`src/rtl/dmem_arbiter.sv`:
```
// Data-memory arbiter between the CPU MEM stage and a DMA requester, CPU priority.
// Define ARB_STATS_EN to build the saturating forced-conflict counter.
module dmem_arbiter #(
    parameter int unsigned MAX_WAIT = 8
) (
    input  logic        clk,
    input  logic        reset,
    input  logic        cpu_rd,
    input  logic        cpu_wr,
    input  logic [31:0] cpu_addr,
    input  logic [31:0] cpu_wdata,
    output logic        cpu_stall,
    input  logic        dma_req,
    input  logic        dma_wr,
    input  logic [31:0] dma_addr,
    input  logic [31:0] dma_wdata,
    output logic        dma_gnt,
    output logic [31:0] dma_rdata,
    output logic        dma_rvalid,
    output logic        mem_rd,
    output logic        mem_wr,
    output logic [31:0] mem_addr,
    output logic [31:0] mem_wdata,
    input  logic [31:0] mem_rdata,
    output logic [15:0] conflict_cnt
);

    localparam logic [1:0] IDLE  = 2'd0;
    localparam logic [1:0] WAIT  = 2'd1;
    localparam logic [1:0] FORCE = 2'd2;
    localparam logic [8:0] LIMIT = 9'(MAX_WAIT);

    logic [1:0] state;
    logic [1:0] state_nxt;
    logic [7:0] wait_cnt;
    logic [7:0] cnt_nxt;
    logic [8:0] cnt_inc;
    logic       cpu_dm;

    assign cpu_dm    = (cpu_rd | cpu_wr) & ~cpu_addr[30];
    assign dma_gnt   = dma_req & ((state == FORCE) | ~cpu_dm);
    assign cpu_stall = cpu_dm & dma_gnt;

    assign mem_rd    = dma_gnt ? ~dma_wr : (cpu_dm & cpu_rd);
    assign mem_wr    = dma_gnt ? dma_wr : (cpu_dm & cpu_wr);
    assign mem_addr  = dma_gnt ? dma_addr : cpu_addr;
    assign mem_wdata = dma_gnt ? dma_wdata : cpu_wdata;

    assign cnt_inc = {1'b0, wait_cnt} + 9'd1;

    // wait_cnt holds the blocked cycles seen so far; the compare looks one
    // cycle ahead so the forced grant lands in cycle index MAX_WAIT.
    always_comb begin
        state_nxt = state;
        cnt_nxt   = wait_cnt;
        case (state)
            IDLE: begin
                if (dma_req & ~dma_gnt) begin
                    cnt_nxt   = 8'd1;
                    state_nxt = (LIMIT == 9'd1) ? FORCE : WAIT;
                end else begin
                    cnt_nxt = 8'd0;
                end
            end
            WAIT: begin
                if (~dma_req | dma_gnt) begin
                    state_nxt = IDLE;
                    cnt_nxt   = 8'd0;
                end else if (cnt_inc == LIMIT) begin
                    state_nxt = FORCE;
                    cnt_nxt   = cnt_inc[7:0];
                end else begin
                    cnt_nxt = cnt_inc[7:0];
                end
            end
            FORCE: begin
                state_nxt = IDLE;
                cnt_nxt   = 8'd0;
            end
            default: begin
                state_nxt = IDLE;
                cnt_nxt   = 8'd0;
            end
        endcase
    end

    always_ff @(posedge clk or posedge reset) begin
        if (reset) begin
            state    <= IDLE;
            wait_cnt <= 8'd0;
        end else begin
            state    <= state_nxt;
            wait_cnt <= cnt_nxt;
        end
    end

    always_ff @(posedge clk or posedge reset) begin
        if (reset) begin
            dma_rdata  <= 32'd0;
            dma_rvalid <= 1'b0;
        end else if (dma_gnt & ~dma_wr) begin
            dma_rdata  <= mem_rdata;
            dma_rvalid <= 1'b1;
        end else begin
            dma_rvalid <= 1'b0;
        end
    end

`ifdef ARB_STATS_EN
    logic [15:0] stat_q;

    always_ff @(posedge clk or posedge reset) begin
        if (reset) begin
            stat_q <= 16'd0;
        end else if (cpu_stall && stat_q != 16'hFFFF) begin
            stat_q <= stat_q + 16'd1;
        end
    end

    assign conflict_cnt = stat_q;
`else
    assign conflict_cnt = 16'd0;
`endif

endmodule

```
`config.mk`:
```
export PLATFORM = sky130hd
export DESIGN_NAME = dmem_arbiter
export DESIGN_NICKNAME = d
export VERILOG_FILES = /design/src/rtl/dmem_arbiter.sv
export SDC_FILE = /design/constraint.sdc
export NUM_CORES = 1
export LEC_CHECK = 0
export ABC_AREA = 0
export BUFFER_PORTS_ARGS = -buffer_cell sky130_fd_sc_hd__buf_2
export CAP_MARGIN = 20
export CORE_AREA = 8 8 104 106
export CTS_CLUSTER_DIAMETER = 60
export DETAILED_ROUTE_END_ITERATION = 8
export DIE_AREA = 0 0 112 114
export PLACE_DENSITY = 0.7
export SYNTH_ARGS = -nofsm -noshare
export SYNTH_HDL_FRONTEND = slang
export SYNTH_SLANG_ARGS = --single-unit
```
`constraint.sdc`:
```
create_clock -name clk -period 2.1 [get_ports clk]
set_clock_uncertainty 0.2 [all_clocks]
set_input_delay 0.315 -clock clk [delete_from_list [all_inputs] [get_ports clk]]
set_output_delay 0.315 -clock clk [all_outputs]
set_load 0.01 [all_outputs]
```
; ---- Yosys cells after proc, flatten, opt, wreduce, memory -nomap -nowiden
; Cells that the tools add are included.
[totals]
reg_bits = 43
inputBits = 166
output_inout_bits = 117
wordCells = 39
[op_classes]
addsub = 1
eq_ne = 5
mux = 12
bitwise_logic = 15
n_reduce_logical = 2
[ops]
columns = op, count
row1 = $mux W32, 2
row2 = $pmux W8 S2, 1
row3 = $add A8 B1 Y9 const B, 1
row4 = $eq A9 B4 Y1 const B, 1
row5 = $mux W8, 1
row6 = $and A1 B1 Y1, 7
row7 = $mux W2, 3
row8 = $not A1 Y1, 5
row9 = $mux W1, 4
row10 = $pmux W2 S2, 1
row11 = $ne A3 B3 Y1 const B, 1
row12 = $or A1 B1 Y1, 3
row13 = $eq A2 B1 Y1 const B, 1
row14 = $eq A2 B2 Y1 const B, 1
row15 = $logic_not A2 Y1, 1
row16 = $ne A2 B2 Y1 const B, 1
row17 = $reduce_and A2 Y1, 1

; ---- Longest topological paths before layout
[logic_depth]
depth_word = 9
mapped_depth = 5
mapped_depth_nobuf = 4

; ---- Worst setup path after synthesis
; OpenSTA, ideal clock, no wires.
[synth_path]
path_kind = input to output
start = in cpu_addr[30]
end = out mem_addr[22]
arrival_ns = 1.323
t_required_ns = 1.585
setup_slack_ns = 0.262
cell_stages = 5
path_buffers = 2
path_cell_list = o21bai_4 -> o21ai_4 -> buf_6 -> buf_12 -> mux2_4
[synth_between]
elab_chain_cells = 6
[synth_rtl]
columns = element, line
row1 = "start, declared", 10  ; input logic [31:0] cpu_addr,
row2 = $not A1 Y1, 40  ; assign cpu_dm = (cpu_rd | cpu_wr) & ~cpu_addr[30];
row3 = $and A1 B1 Y1, 40
row4 = $not A1 Y1, 41  ; assign dma_gnt = dma_req & ((state == FORCE) | ~cpu_dm);
row5 = $or A1 B1 Y1, 41
row6 = $and A1 B1 Y1, 41
row7 = $mux W32, 46  ; assign mem_addr = dma_gnt ? dma_addr : cpu_addr;
row8 = "end, declared", 22  ; output logic [31:0] mem_addr,
; Every way passes these cells.

; ---- Worst setup path after layout
[layout_path]
start = reg state[1]
end = out mem_wdata[15]
[layout_between]
elab_chain_cells = 4
[layout_rtl]
columns = element, line
row1 = "start, declared", 33  ; logic [1:0] state;
row2 = "start signal, assigned", 92  ; state <= state_nxt;
row3 = $eq A2 B2 Y1, 41
row4 = $or A1 B1 Y1, 41
row5 = $and A1 B1 Y1, 41
row6 = $mux W32, 47  ; assign mem_wdata = dma_gnt ? dma_wdata : cpu_wdata;
row7 = "end, declared", 23  ; output logic [31:0] mem_wdata,
; Every way passes these cells.

==> results.md <==
- R2R Setup Slk: 0.38 ns
- Finished Cell Area: 5099 µm²
- Gr usage total: 0.1788
- Global-route wire length before repair: 18060 µm
- CORE AREA: 9109 µm²
- H-tree depth: 2
- Critical path type: reg2out
- Placer Congestion: 0.8889
- Lkg Pwr: 2.805 nW
- Hold Slack: 0.04555 ns
- Min-Delay Startpoint: mem_rdata[14]
- Clock transition at the registers of the reported paths: 0.08 ns
- Clock tree buffer depth: 2
- Worst hold path type: in2reg
- Finished Layout Cells: 611
- Endpoint class of the critical path: primary output
- Congestion Overflow GR: 0
- CP cell instances: nor2b_4 > o21ai_4 > buf_6 > buf_6 > buf_16 > mux2_4 > buf_6
- R2R Path End: dma_rdata[30]
- Yosys top cell area share: 0.3696
- Synth area leaders: dfrtp_1 (37%), mux2_2 (22%), mux2_4 (21%)
- Initial core utilization: 0.3196
- Final net count: 666
- Layout cells sized above 1: 0.7996
- Final Max Tran Viols: 0
- Failing checks: setup timing
- Synth-to-Final Area Change: 75.12%
- Chip height: 114 µm
- Tcrit/Tclk final: 1.125
- Slowest cell delay on critical path: 0.38 ns
- Cell Area, Placed: 4280 µm²
- Peak supply drop: 0.5961 mV
- Post-synth top area cell: dfrtp_1
- Initial DRT Pass Iterations: 4
- Root Buffer: clkbuf_8
- Finished Core Util: 0.5598
- Vias: 2858
- F_max: 423.2 MHz
- TritonCTS clock tree: yes
- Post-Syn Instances: 213
- Register area share after synthesis: 0.3696
- Total power: 2.773 mW
- 1st-iter DRT viols: 163
- Setup slack after layout: -0.2629 ns
- Vias/cell: 4.678
- Die footprint: 12770 µm²
- CTS sink count: 43
- Hold Path End: dma_rdata[14]
- Syn_area_per_cell: 13.67 µm²
- CP dominant cell by count: buf_6
- Worst Setup Start Kind: flop
- Pwr per Cell Area: 543.8 nW/µm²
- Vias in the first global route: 3111
- Most frequent cells in the layout: buf_2 (208), buf_6 (61), mux2_4 (60)
- Setup TNS: -12.49 ns
- Hold Vio Cnt, Final: 0
- Maxcap violations: 0
- Initial antenna violation count: 2
- Num CTS Buffers: 5
- Worst slack, placed: -0.09020 ns
- Commonest non-fill, non-tap cell in the layout: buf_2
- DRC viols: 0
- Die width: 112 µm
- WL per Instance: 21.06 µm
- Hold path cells: 2
- Slowest cell on crit path: dfrtp_1
- CP max FO: 5
- Critical Path RT: 1.58 ns
- # IOs: 283
- YS warnings: 0
- Yosys cell types: 35
- Crit path time final: 2.363 ns
- DP HPWL: 10040 µm
- Outcome: complete, but fails checks
- Synth Cell Area: 2912 µm²
- Largest net degree at the start of global routing: 35
- Number of cell rows: 35
- RSZ-0062 raised after global routing: yes
- Final setup violation count: 66
- Yosys reg bits: 43
- Placed cell count: 586
- Final wirelength: 12870 µm
- R2R depth: 5
- Post-route ant nets: 0
- Clock Latency Late Sink: 0.29 ns
- Port Buffers: 266
- Worst reg2reg path startpoint: state[1]
- Arr. time, crit path: 1.85 ns
flip-flops by register name (all words and copies together), names as in the netlist:
register	flops
wait_cnt	8
state	2
dma_rvalid	1
dma_rdata	32
cell usage after synthesis:
cell       instances
or3_1              2
a31oi_1            1
mux2_2            56
buf_6              4
nor2b_2            1
inv_2              1
nand3_1            3
and2b_1            2
xnor2_1            2
and4b_1            1
xor2_1             1
and3_1             1
conb_1             1
nand2b_1           1
nor4b_1            1
a21bo_2            1
o21bai_4           1
a21oi_1            4
inv_1              3
mux2_1             1
nand2_1            3
nor2b_1            1
buf_4             18
o21ai_4            2
dfrtp_1           43
nor2_1             4
o31ai_1            1
or4_1              1
buf_12             4
mux2_4            40
mux2i_1            1
o21ai_0            3
or3b_2             1
ha_1               2
nand4bb_1          1
metal layers:
metal	GRT usage	up-vias	routed length, µm
met4	0.07824	2	369
li1	-	1296	-
met5	0	-	13
met1	0.1849	1356	4844
met2	0.3118	175	6385
met3	0.07660	29	1254
worst max path at each step:
stage / slack, ns / start / cells past startpoint / endpoint
2_1_floorplan: 0.26 / cpu_addr[30] / 5 / mem_addr[22]
3_3_place_gp: -0.03 / cpu_addr[30] / 6 / mem_addr[18]
3_5_place_dp: -0.09 / cpu_addr[30] / 6 / mem_addr[13]
4_1_cts: -0.29 / state[1] / 7 / mem_wdata[9]
5_1_grt: -0.34 / state[1] / 7 / mem_wdata[15]
6_report: -0.26 / state[1] / 7 / mem_wdata[15]
power breakdown:
part | switching [mW] | leakage (nW) | internal (mW)
clock | 0.271 | 0.0505 | 0.299
combinational | 0.495 | 2.23 | 0.699
sequential | 0.0595 | 0.529 | 0.949
repair_timing:
item                                   in CTS  in global routing
cloned                                      4                  3
hold buffers                                1                  0
setup endpoints to repair                  66                 66
pin swaps                                   1                  1
setup buffers                               6                  2
endpoints found under the hold margin       9                  0
gates resized for setup                    57                 43
final cells by class:
| type | count | area [µm²] |
|---|---|---|
| fill | 773 | 4010 |
| clock buffer | 7 | 96.34 |
| timing repair buffer | 289 | 2066 |
| multi-input combinational | 155 | 1697 |
| inverter | 4 | 15.01 |
| antenna | 1 | 2.502 |
| clock inverter | 1 | 7.507 |
| sequential | 43 | 1076 |
| tap | 111 | 138.9 |
cells by family after synthesis:
| group | after synthesis | synth area share |
|---|---|---|
| mux | 98 | 0.4302 |
| flops | 43 | 0.3696 |
| buf+inv | 30 | 0.09454 |
| simple gates | 23 | 0.04899 |
| compound gates | 13 | 0.03782 |
| xor+xnor | 3 | 0.009026 |
| fa+ha+maj | 2 | 0.008593 |
| other cells | 1 | 0.001288 |
critical path, delay by kind of cell (launching register included):
kind | cells | cell delay [ns]
simple gates | 1 | 0.14
mux | 1 | 0.30
compound gates | 1 | 0.20
buf+inv | 4 | 0.52
flops | 1 | 0.38
Power figures use the tool's default switching activity.
